$ cat config.mk
export PLATFORM = sky130hd
export DESIGN_NAME = branch_predict_ctrl_flat
export DESIGN_NICKNAME = d
export VERILOG_FILES = /design/src/rtl/bp_pkg.sv /design/src/rtl/branch_predict_ctrl_if.sv /design/src/rtl/bht_counter_array.sv /design/src/rtl/branch_predict_ctrl.sv /design/src/flat_wrapper.sv
export SDC_FILE = /design/constraint.sdc
export NUM_CORES = 1
export LEC_CHECK = 0
export CAP_MARGIN = 30
export CORE_UTILIZATION = 46
export CTS_CLUSTER_DIAMETER = 120
export CTS_CLUSTER_SIZE = 25
export DETAILED_ROUTE_END_ITERATION = 6
export HOLD_SLACK_MARGIN = 0.1
export PLACE_DENSITY = 0.78
export SLEW_MARGIN = 20
export SYNTH_ARGS = -nofsm -noshare
export SYNTH_HDL_FRONTEND = slang
export SYNTH_SLANG_ARGS = --single-unit
$ cat constraint.sdc
create_clock -name clk -period 3.05 [get_ports clk]
set_input_delay 0.4575 -clock clk [delete_from_list [all_inputs] [get_ports clk]]
set_output_delay 0.4575 -clock clk [all_outputs]
set_load 0.05 [all_outputs]
$ cat src/rtl/bp_pkg.sv
// Shared types and helpers for the fetch-side branch predictor and the
// execute-side redirect/flush controller.
//   bht_state_e  : 2-bit saturating counter encoding (MSB = predict taken)
//   BR_*         : conditional-branch funct3 codes
//   ctrl_state_e : controller FSM states
//   BHT_RESET    : counter value every table entry takes on reset
package bp_pkg;

  typedef enum logic [1:0] {
    SNT = 2'b00,
    WNT = 2'b01,
    WT  = 2'b10,
    ST  = 2'b11
  } bht_state_e;

  localparam logic [2:0] BR_BEQ  = 3'b000;
  localparam logic [2:0] BR_BNE  = 3'b001;
  localparam logic [2:0] BR_BLT  = 3'b100;
  localparam logic [2:0] BR_BGE  = 3'b101;
  localparam logic [2:0] BR_BLTU = 3'b110;
  localparam logic [2:0] BR_BGEU = 3'b111;

  typedef enum logic {
    RUN     = 1'b0,
    RECOVER = 1'b1
  } ctrl_state_e;

  localparam bht_state_e BHT_RESET = WNT;

  // 010/011 are not branch encodings; such instructions train as not-taken.
  function automatic logic funct3_legal(input logic [2:0] f3);
    logic ok;
    case (f3)
      BR_BEQ, BR_BNE, BR_BLT, BR_BGE, BR_BLTU, BR_BGEU: ok = 1'b1;
      default:                                          ok = 1'b0;
    endcase
    return ok;
  endfunction

  function automatic bht_state_e sat_update(input bht_state_e ctr, input logic taken);
    bht_state_e nxt;
    nxt = ctr;
    if (taken) begin
      if (ctr != ST) nxt = bht_state_e'(ctr + 2'd1);
    end else begin
      if (ctr != SNT) nxt = bht_state_e'(ctr - 2'd1);
    end
    return nxt;
  endfunction

endpackage

$ cat src/rtl/branch_predict_ctrl_if.sv
// Execute-stage resolution bus between the branch-resolution logic (master)
// and the redirect/flush controller (slave).
//   e_*          : resolved instruction in E (master -> slave)
//   redirect*    : fetch PC override (slave -> master)
//   flush_d/e    : pipeline squash requests (slave -> master)
interface branch_predict_ctrl_if #(
  parameter int XLEN = 32
);
  logic            e_valid;
  logic [3:0]      e_branch;
  logic            e_jump;
  logic            e_pcsrc;
  logic            e_pred_taken;
  logic [XLEN-1:0] e_pc;
  logic [XLEN-1:0] e_target;
  logic            redirect;
  logic [XLEN-1:0] redirect_pc;
  logic            flush_d;
  logic            flush_e;

  modport master (
    output e_valid, e_branch, e_jump, e_pcsrc, e_pred_taken, e_pc, e_target,
    input  redirect, redirect_pc, flush_d, flush_e
  );

  modport slave (
    input  e_valid, e_branch, e_jump, e_pcsrc, e_pred_taken, e_pc, e_target,
    output redirect, redirect_pc, flush_d, flush_e
  );
endinterface

$ cat src/rtl/bht_counter_array.sv
// Branch history table: ENTRIES x 2-bit saturating counters.
//   clk, rst_n : clock, async active-low reset (all entries -> BHT_RESET)
//   rd_idx     : async read index, rd_ctr returns the stored counter
//   wr_en      : update strobe, wr_idx entry moves toward wr_taken
// A read of the entry being updated returns the pre-update value.
module bht_counter_array
  import bp_pkg::*;
#(
  parameter  int ENTRIES = 64,
  localparam int IDX_W   = $clog2(ENTRIES)
) (
  input  logic             clk,
  input  logic             rst_n,
  input  logic [IDX_W-1:0] rd_idx,
  output bht_state_e       rd_ctr,
  input  logic             wr_en,
  input  logic [IDX_W-1:0] wr_idx,
  input  logic             wr_taken
);

  bht_state_e table_q [ENTRIES];

  assign rd_ctr = table_q[rd_idx];

  // NOTE: every entry is reset, not just the state machine -- a stale
  // counter after reset would make the first predictions depend on
  // whatever ran before, so the table is flops with async reset, not SRAM.
  always_ff @(posedge clk or negedge rst_n) begin
    if (!rst_n) begin
      for (int i = 0; i < ENTRIES; i++) table_q[i] <= BHT_RESET;
    end else if (wr_en) begin
      table_q[wr_idx] <= sat_update(table_q[wr_idx], wr_taken);
    end
  end

endmodule

$ cat src/rtl/branch_predict_ctrl.sv
// Fetch-side branch predictor plus execute-side redirect/flush controller.
//   clk, rst_n          : clock, async active-low reset
//   stall               : freezes table updates, counters and redirect
//   f_pc/f_is_branch/f_target -> f_pred_taken, f_pred_pc : F-stage prediction
//   ex (slave)          : E-stage resolution in, redirect/flush out
//   n_branches          : resolved conditional branches (saturating)
//   n_mispredicts       : redirects due to wrong prediction or jump
module branch_predict_ctrl
  import bp_pkg::*;
#(
  parameter  int ENTRIES = 64,
  parameter  int XLEN    = 32,
  localparam int IDX_W   = $clog2(ENTRIES)
) (
  input  logic                  clk,
  input  logic                  rst_n,
  input  logic                  stall,
  input  logic [XLEN-1:0]       f_pc,
  input  logic                  f_is_branch,
  input  logic [XLEN-1:0]       f_target,
  output logic                  f_pred_taken,
  output logic [XLEN-1:0]       f_pred_pc,
  branch_predict_ctrl_if.slave  ex,
  output logic [31:0]           n_branches,
  output logic [31:0]           n_mispredicts
);

  ctrl_state_e      state;
  bht_state_e       f_ctr;
  logic [IDX_W-1:0] f_idx;
  logic [IDX_W-1:0] e_idx;
  logic             is_br;
  logic             br_taken;
  logic             res;
  logic             mispredict;

  assign f_idx = f_pc[IDX_W+1:2];
  assign e_idx = ex.e_pc[IDX_W+1:2];

  bht_counter_array #(.ENTRIES(ENTRIES)) u_bht (
    .clk      (clk),
    .rst_n    (rst_n),
    .rd_idx   (f_idx),
    .rd_ctr   (f_ctr),
    .wr_en    (res & is_br),
    .wr_idx   (e_idx),
    .wr_taken (br_taken)
  );

  // Fetch prediction: jumps are never predicted, only predecoded branches.
  assign f_pred_taken = f_is_branch & f_ctr[1];
  assign f_pred_pc    = f_pred_taken ? f_target : f_pc + XLEN'(4);

  assign is_br    = ex.e_branch[3];
  assign br_taken = ex.e_pcsrc & funct3_legal(ex.e_branch[2:0]);

  // Gated by rst_n so a live E instruction cannot redirect while in reset.
  // In RECOVER the E slot holds the squashed instruction and must be ignored.
  assign res        = rst_n & ex.e_valid & ~stall & (state == RUN);
  assign mispredict = res & (is_br | ex.e_jump) & (ex.e_pcsrc != ex.e_pred_taken);

  assign ex.redirect    = mispredict;
  assign ex.flush_d     = mispredict;
  assign ex.flush_e     = mispredict;
  assign ex.redirect_pc = ex.e_pcsrc ? ex.e_target : ex.e_pc + XLEN'(4);

  // NOTE: sequential state uses non-blocking assignments so every flop
  // samples the pre-edge values regardless of block ordering.
  always_ff @(posedge clk or negedge rst_n) begin
    if (!rst_n) begin
      state <= RUN;
    end else begin
      case (state)
        RUN:     if (mispredict) state <= RECOVER;
        RECOVER: if (!stall)     state <= RUN;
        default:                 state <= RUN;
      endcase
    end
  end

  always_ff @(posedge clk or negedge rst_n) begin
    if (!rst_n) begin
      n_branches    <= '0;
      n_mispredicts <= '0;
    end else begin
      if (res && is_br && n_branches != 32'hFFFF_FFFF)
        n_branches <= n_branches + 32'd1;
      if (mispredict && n_mispredicts != 32'hFFFF_FFFF)
        n_mispredicts <= n_mispredicts + 32'd1;
    end
  end

endmodule

$ cat src/flat_wrapper.sv
// flat-port wrapper written by rule: the top's interface ports become plain ports
module branch_predict_ctrl_flat import bp_pkg::*;
#(
  parameter  int ENTRIES = 64,
  parameter  int XLEN    = 32,
  localparam int IDX_W   = $clog2(ENTRIES)
)
  (clk, rst_n, stall, f_pc, f_is_branch, f_target, f_pred_taken, f_pred_pc, n_branches, n_mispredicts, ex_e_valid, ex_e_branch, ex_e_jump, ex_e_pcsrc, ex_e_pred_taken, ex_e_pc, ex_e_target, ex_redirect, ex_redirect_pc, ex_flush_d, ex_flush_e);
  branch_predict_ctrl_if #(.XLEN(XLEN)) ex_i ();
  input  logic clk;
  input  logic rst_n;
  input  logic stall;
  input  logic [XLEN-1:0] f_pc;
  input  logic f_is_branch;
  input  logic [XLEN-1:0] f_target;
  output logic f_pred_taken;
  output logic [XLEN-1:0] f_pred_pc;
  output logic [31:0] n_branches;
  output logic [31:0] n_mispredicts;
  input wire logic [$bits(ex_i.e_valid)-1:0] ex_e_valid;
  input wire logic [$bits(ex_i.e_branch)-1:0] ex_e_branch;
  input wire logic [$bits(ex_i.e_jump)-1:0] ex_e_jump;
  input wire logic [$bits(ex_i.e_pcsrc)-1:0] ex_e_pcsrc;
  input wire logic [$bits(ex_i.e_pred_taken)-1:0] ex_e_pred_taken;
  input wire logic [$bits(ex_i.e_pc)-1:0] ex_e_pc;
  input wire logic [$bits(ex_i.e_target)-1:0] ex_e_target;
  output wire logic [$bits(ex_i.redirect)-1:0] ex_redirect;
  output wire logic [$bits(ex_i.redirect_pc)-1:0] ex_redirect_pc;
  output wire logic [$bits(ex_i.flush_d)-1:0] ex_flush_d;
  output wire logic [$bits(ex_i.flush_e)-1:0] ex_flush_e;
  assign ex_i.e_valid = ex_e_valid;
  assign ex_i.e_branch = ex_e_branch;
  assign ex_i.e_jump = ex_e_jump;
  assign ex_i.e_pcsrc = ex_e_pcsrc;
  assign ex_i.e_pred_taken = ex_e_pred_taken;
  assign ex_i.e_pc = ex_e_pc;
  assign ex_i.e_target = ex_e_target;
  assign ex_redirect = ex_i.redirect;
  assign ex_redirect_pc = ex_i.redirect_pc;
  assign ex_flush_d = ex_i.flush_d;
  assign ex_flush_e = ex_i.flush_e;
  branch_predict_ctrl #(.ENTRIES(ENTRIES), .XLEN(XLEN)) u_core (.clk(clk), .rst_n(rst_n), .stall(stall), .f_pc(f_pc), .f_is_branch(f_is_branch), .f_target(f_target), .f_pred_taken(f_pred_taken), .f_pred_pc(f_pred_pc), .ex(ex_i), .n_branches(n_branches), .n_mispredicts(n_mispredicts));
endmodule
==> reports/results.ini <==
[run_status]
outcome = finished, violations left
violations = DRC, setup timing

[clock_network]
clock_sinks = 193
clk_pin_slew_worst_paths_ns = 0.09
hold_buffers = 0
htree_num_levels = 4
cts-buffers-inserted = 17
clk_latency_ns = 0.45
clockRootBuffer = clkbuf_16
cts_tree = done
cts_buffer_depth = 2

[cells_and_area]
layout-drive-gt1-share_pct = 29.7
area_delta_synth_final_pct = 51.9
fin_cells = 1953
n_antenna_cell = 0
nets = 1760

[sta]
hold_violations = 0
slew_headroom_pct = 31.9
timing.fmax_ghz = 0.290
final.setup.tns_ns = -11.11
final_max_slew_viol_count = 0
setup_viol = 33
finalCritPeriodShare_pct = 113
clock_skew_ns = 0.0143
hold_ws_ns = 0.229
tightestPinTransition_ns = 1.02
post-route-min-period_ns = 3.45
fin_ws_ns = -0.399
rsz0062_at_grt = yes

[placement]
hpwlAfterDp_mm = 27.3
numPortBuffers = 270
place.gp.congestion = 0.958
placed_cells = 1903
dp_slack_ns = -0.747

[yosys]
synthArstFlopShare_pct = 100
synth-compound-area-share_pct = 13.6
ys_seq_area_share_pct = 42.9
muxShareOfSynthArea_pct = 9.04
avgSynthCellArea_um2 = 9.17
synth_top_family_by_area = simple AND/OR/NAND/NOR gates
synthCells = 1249
syn_nets = 1393
synthXorXnorAreaFrac_pct = 8.94
ys.flop_type = dfrtp_1
synth_edf_count = 0
netlist_area_mm2 = 0.0115
synth-adder-area-share_pct = 0.622
synth-simple-area-share_pct = 21.2
synthDistinctLibCells = 59
yosys_warnings = 0
ys_seq_elements = 193

[setup_path]
crit_path_end_kind = primary output
path_class = register to primary output
cp.arrival_ns = 2.99
start_kind = register
path_max_fanout = 8
worst_ep_required_time_ns = 2.59

[detailed_routing]
firstDrtPassIters = 7
wirelength_mm = 38.8
wl_per_cell_um = 19.9
drt_iter0_markers = 928
drc = 1
via_count = 11099
postRouteAntennaNets = 0
avgViaCountPerCell = 5.68

[global_routing]
grt.busiest_layer = met2
grt_overflow = 0
gr-usage-met2_pct = 50.5
gr-usage-met3_pct = 6.52
grt_pass1_wl_mm = 60.3
grt_use_total_pct = 29.9
antenna_found_initial = 0
grt.met1_usage_pct = 37.9
grt_max_degree = 194
grt_pass1_vias = 11162

[power_and_ir_drop]
ir_drop_mv = 0.338
power_density_mw_per_mm2 = 391
p_leak_uw = 0.00699
total_power_uw = 6810

[floorplanning]
core_area_mm2 = 0.0244
die_w_um = 160
rows = 57
pin_count = 272
start_util_pct = 47.0
die-area_mm2 = 0.0255
die_h_um = 160

[hold_path]
worst_hold_path_type = input port to asynchronous set/reset pin

[job]
cap_violations = 0

-- layout by cell type, fill, tap and decap left out, drive strengths merged, types with 3 or more instances in the layout --
cell type / instances
and4: 12
nor3: 17
and2: 9
nor3b: 8
and3: 26
a31oi: 3
nand3: 37
ha: 4
buf: 205
mux4: 29
o31ai: 4
nor2: 39
inv: 33
a21oi: 9
nand2: 326
nor2b: 3
dfrtp: 129
nand2b: 6
o2bb2ai: 3
clkinv: 6
clkbuf: 21
nand4: 30
mux2i: 18
a22oi: 4
nor4: 4
o211ai: 3
o22ai: 13
dlygate4sd2: 3
a211oi: 5
nand3b: 5
xor2: 46
or3: 4
o32ai: 6
o21ai: 188
dfstp: 64
clkdlybuf4s50: 195
xnor2: 71
mux2: 18
-- where the power goes --
group / leakage, µW / internal (µW) / switching, µW
registers: 0.00244 / 2640 / 80.1
logic: 0.00424 / 726 / 901
clock network: 0.000318 / 1290 / 1180
total: 0.00699 / 4660 / 2160
-- worst max-delay path: stages (launching register included) --
cell and delay [ns]:
dfrtp_1 0.44, mux4_2 0.47, mux4_2 0.50, mux2i_2 0.20, buf_4 0.18, o22ai_2 0.18, buf_16 0.24, o21ai_4 0.18
buf_12 0.16
-- metal layers --
metal | up-vias | wire length (µm) | part of all wire (%)
met5 | - | 0 | 0
met4 | 0 | 1580 | 4.1
met3 | 121 | 3400 | 8.8
met2 | 543 | 18700 | 48
met1 | 5312 | 15100 | 39
li1 | 5123 | - | -
-- synth_stat cells, types with 9 or more instances --
cell type	count	area share (%)
dfrtp_1	129	28
xnor2_1	71	5.4
buf_2	12	0.52
nor3_1	17	0.74
mux4_2	29	5.7
nor2_1	39	1.3
clkbuf_1	29	0.95
nand4_1	30	1.6
nand3_1	37	1.6
and2_1	9	0.49
and4_1	12	0.92
xor2_1	46	3.5
mux2_2	17	1.7
o21ai_1	10	0.44
a21oi_1	9	0.39
o21ai_2	50	3.8
o22ai_1	11	0.60
o21ai_0	128	5.6
nand2_1	326	11
dfstp_2	64	15
mux2i_1	18	1.6
and3_1	26	1.4
inv_1	26	0.85
-- logic make-up after synthesis --
group                      Yosys count
and+or+nand+nor                    534
AOI/OAI and AO/OA                  246
DFF                                193
xor gates and xnor gates           117
buffers and inverters               88
muxes                               65
adders and majority gates            6
-- final timing paths --
check / startpoint / end / slack (ns) / cells after the start
max: u_core.u_bht.table_q[55] / f_pred_pc[27] / -0.40 / 8
min: rst_n / u_core.n_mispredicts[20] / 0.23 / 2
max reg2reg: u_core.u_bht.table_q[76] / u_core.u_bht.table_q[6] / 0.14 / 8
min reg2reg: u_core.u_bht.table_q[0] / u_core.u_bht.table_q[0] / 0.47 / 2
max in group asynchronous: rst_n / u_core.u_bht.table_q[89] / 2.06 / 2
min in group clk: u_core.u_bht.table_q[0] / u_core.u_bht.table_q[0] / 0.47 / 2
-- state kept, by name (all words and copies together), names as in the netlist --
name	flops
u_core.n_branches	32
u_core.n_mispredicts	32
u_core.state	1
u_core.u_bht.table_q	128
-- timing repair --
| item | CTS | global route |
|---|---|---|
| endpoints found under the setup margin | 40 | 114 |
| gates resized for setup | 48 | 31 |
| buffers inserted | 9 | 2 |
| cloned | 3 | 4 |
| pin swaps | 10 | 8 |
-- area by class of cell --
type | count | area, µm²
timing repair buffer | 408 | 4590
clock buffer | 17 | 425
tap | 324 | 405
clock inverter | 15 | 234
multi-input combinational | 970 | 6740
fill | 1738 | 6980
sequential | 193 | 4910
inverter | 26 | 97.6
-- stage by stage --
stage / util (%) / area, µm²
after global placement: 66.6 / 16200
after floorplan: - / 11900
after detailed placement: 66.6 / 16200
after CTS: 70.4 / 17200
final: 71.4 / 17400
after global routing: 71.4 / 17400
Note: power is estimated with default switching activity, not from simulation.
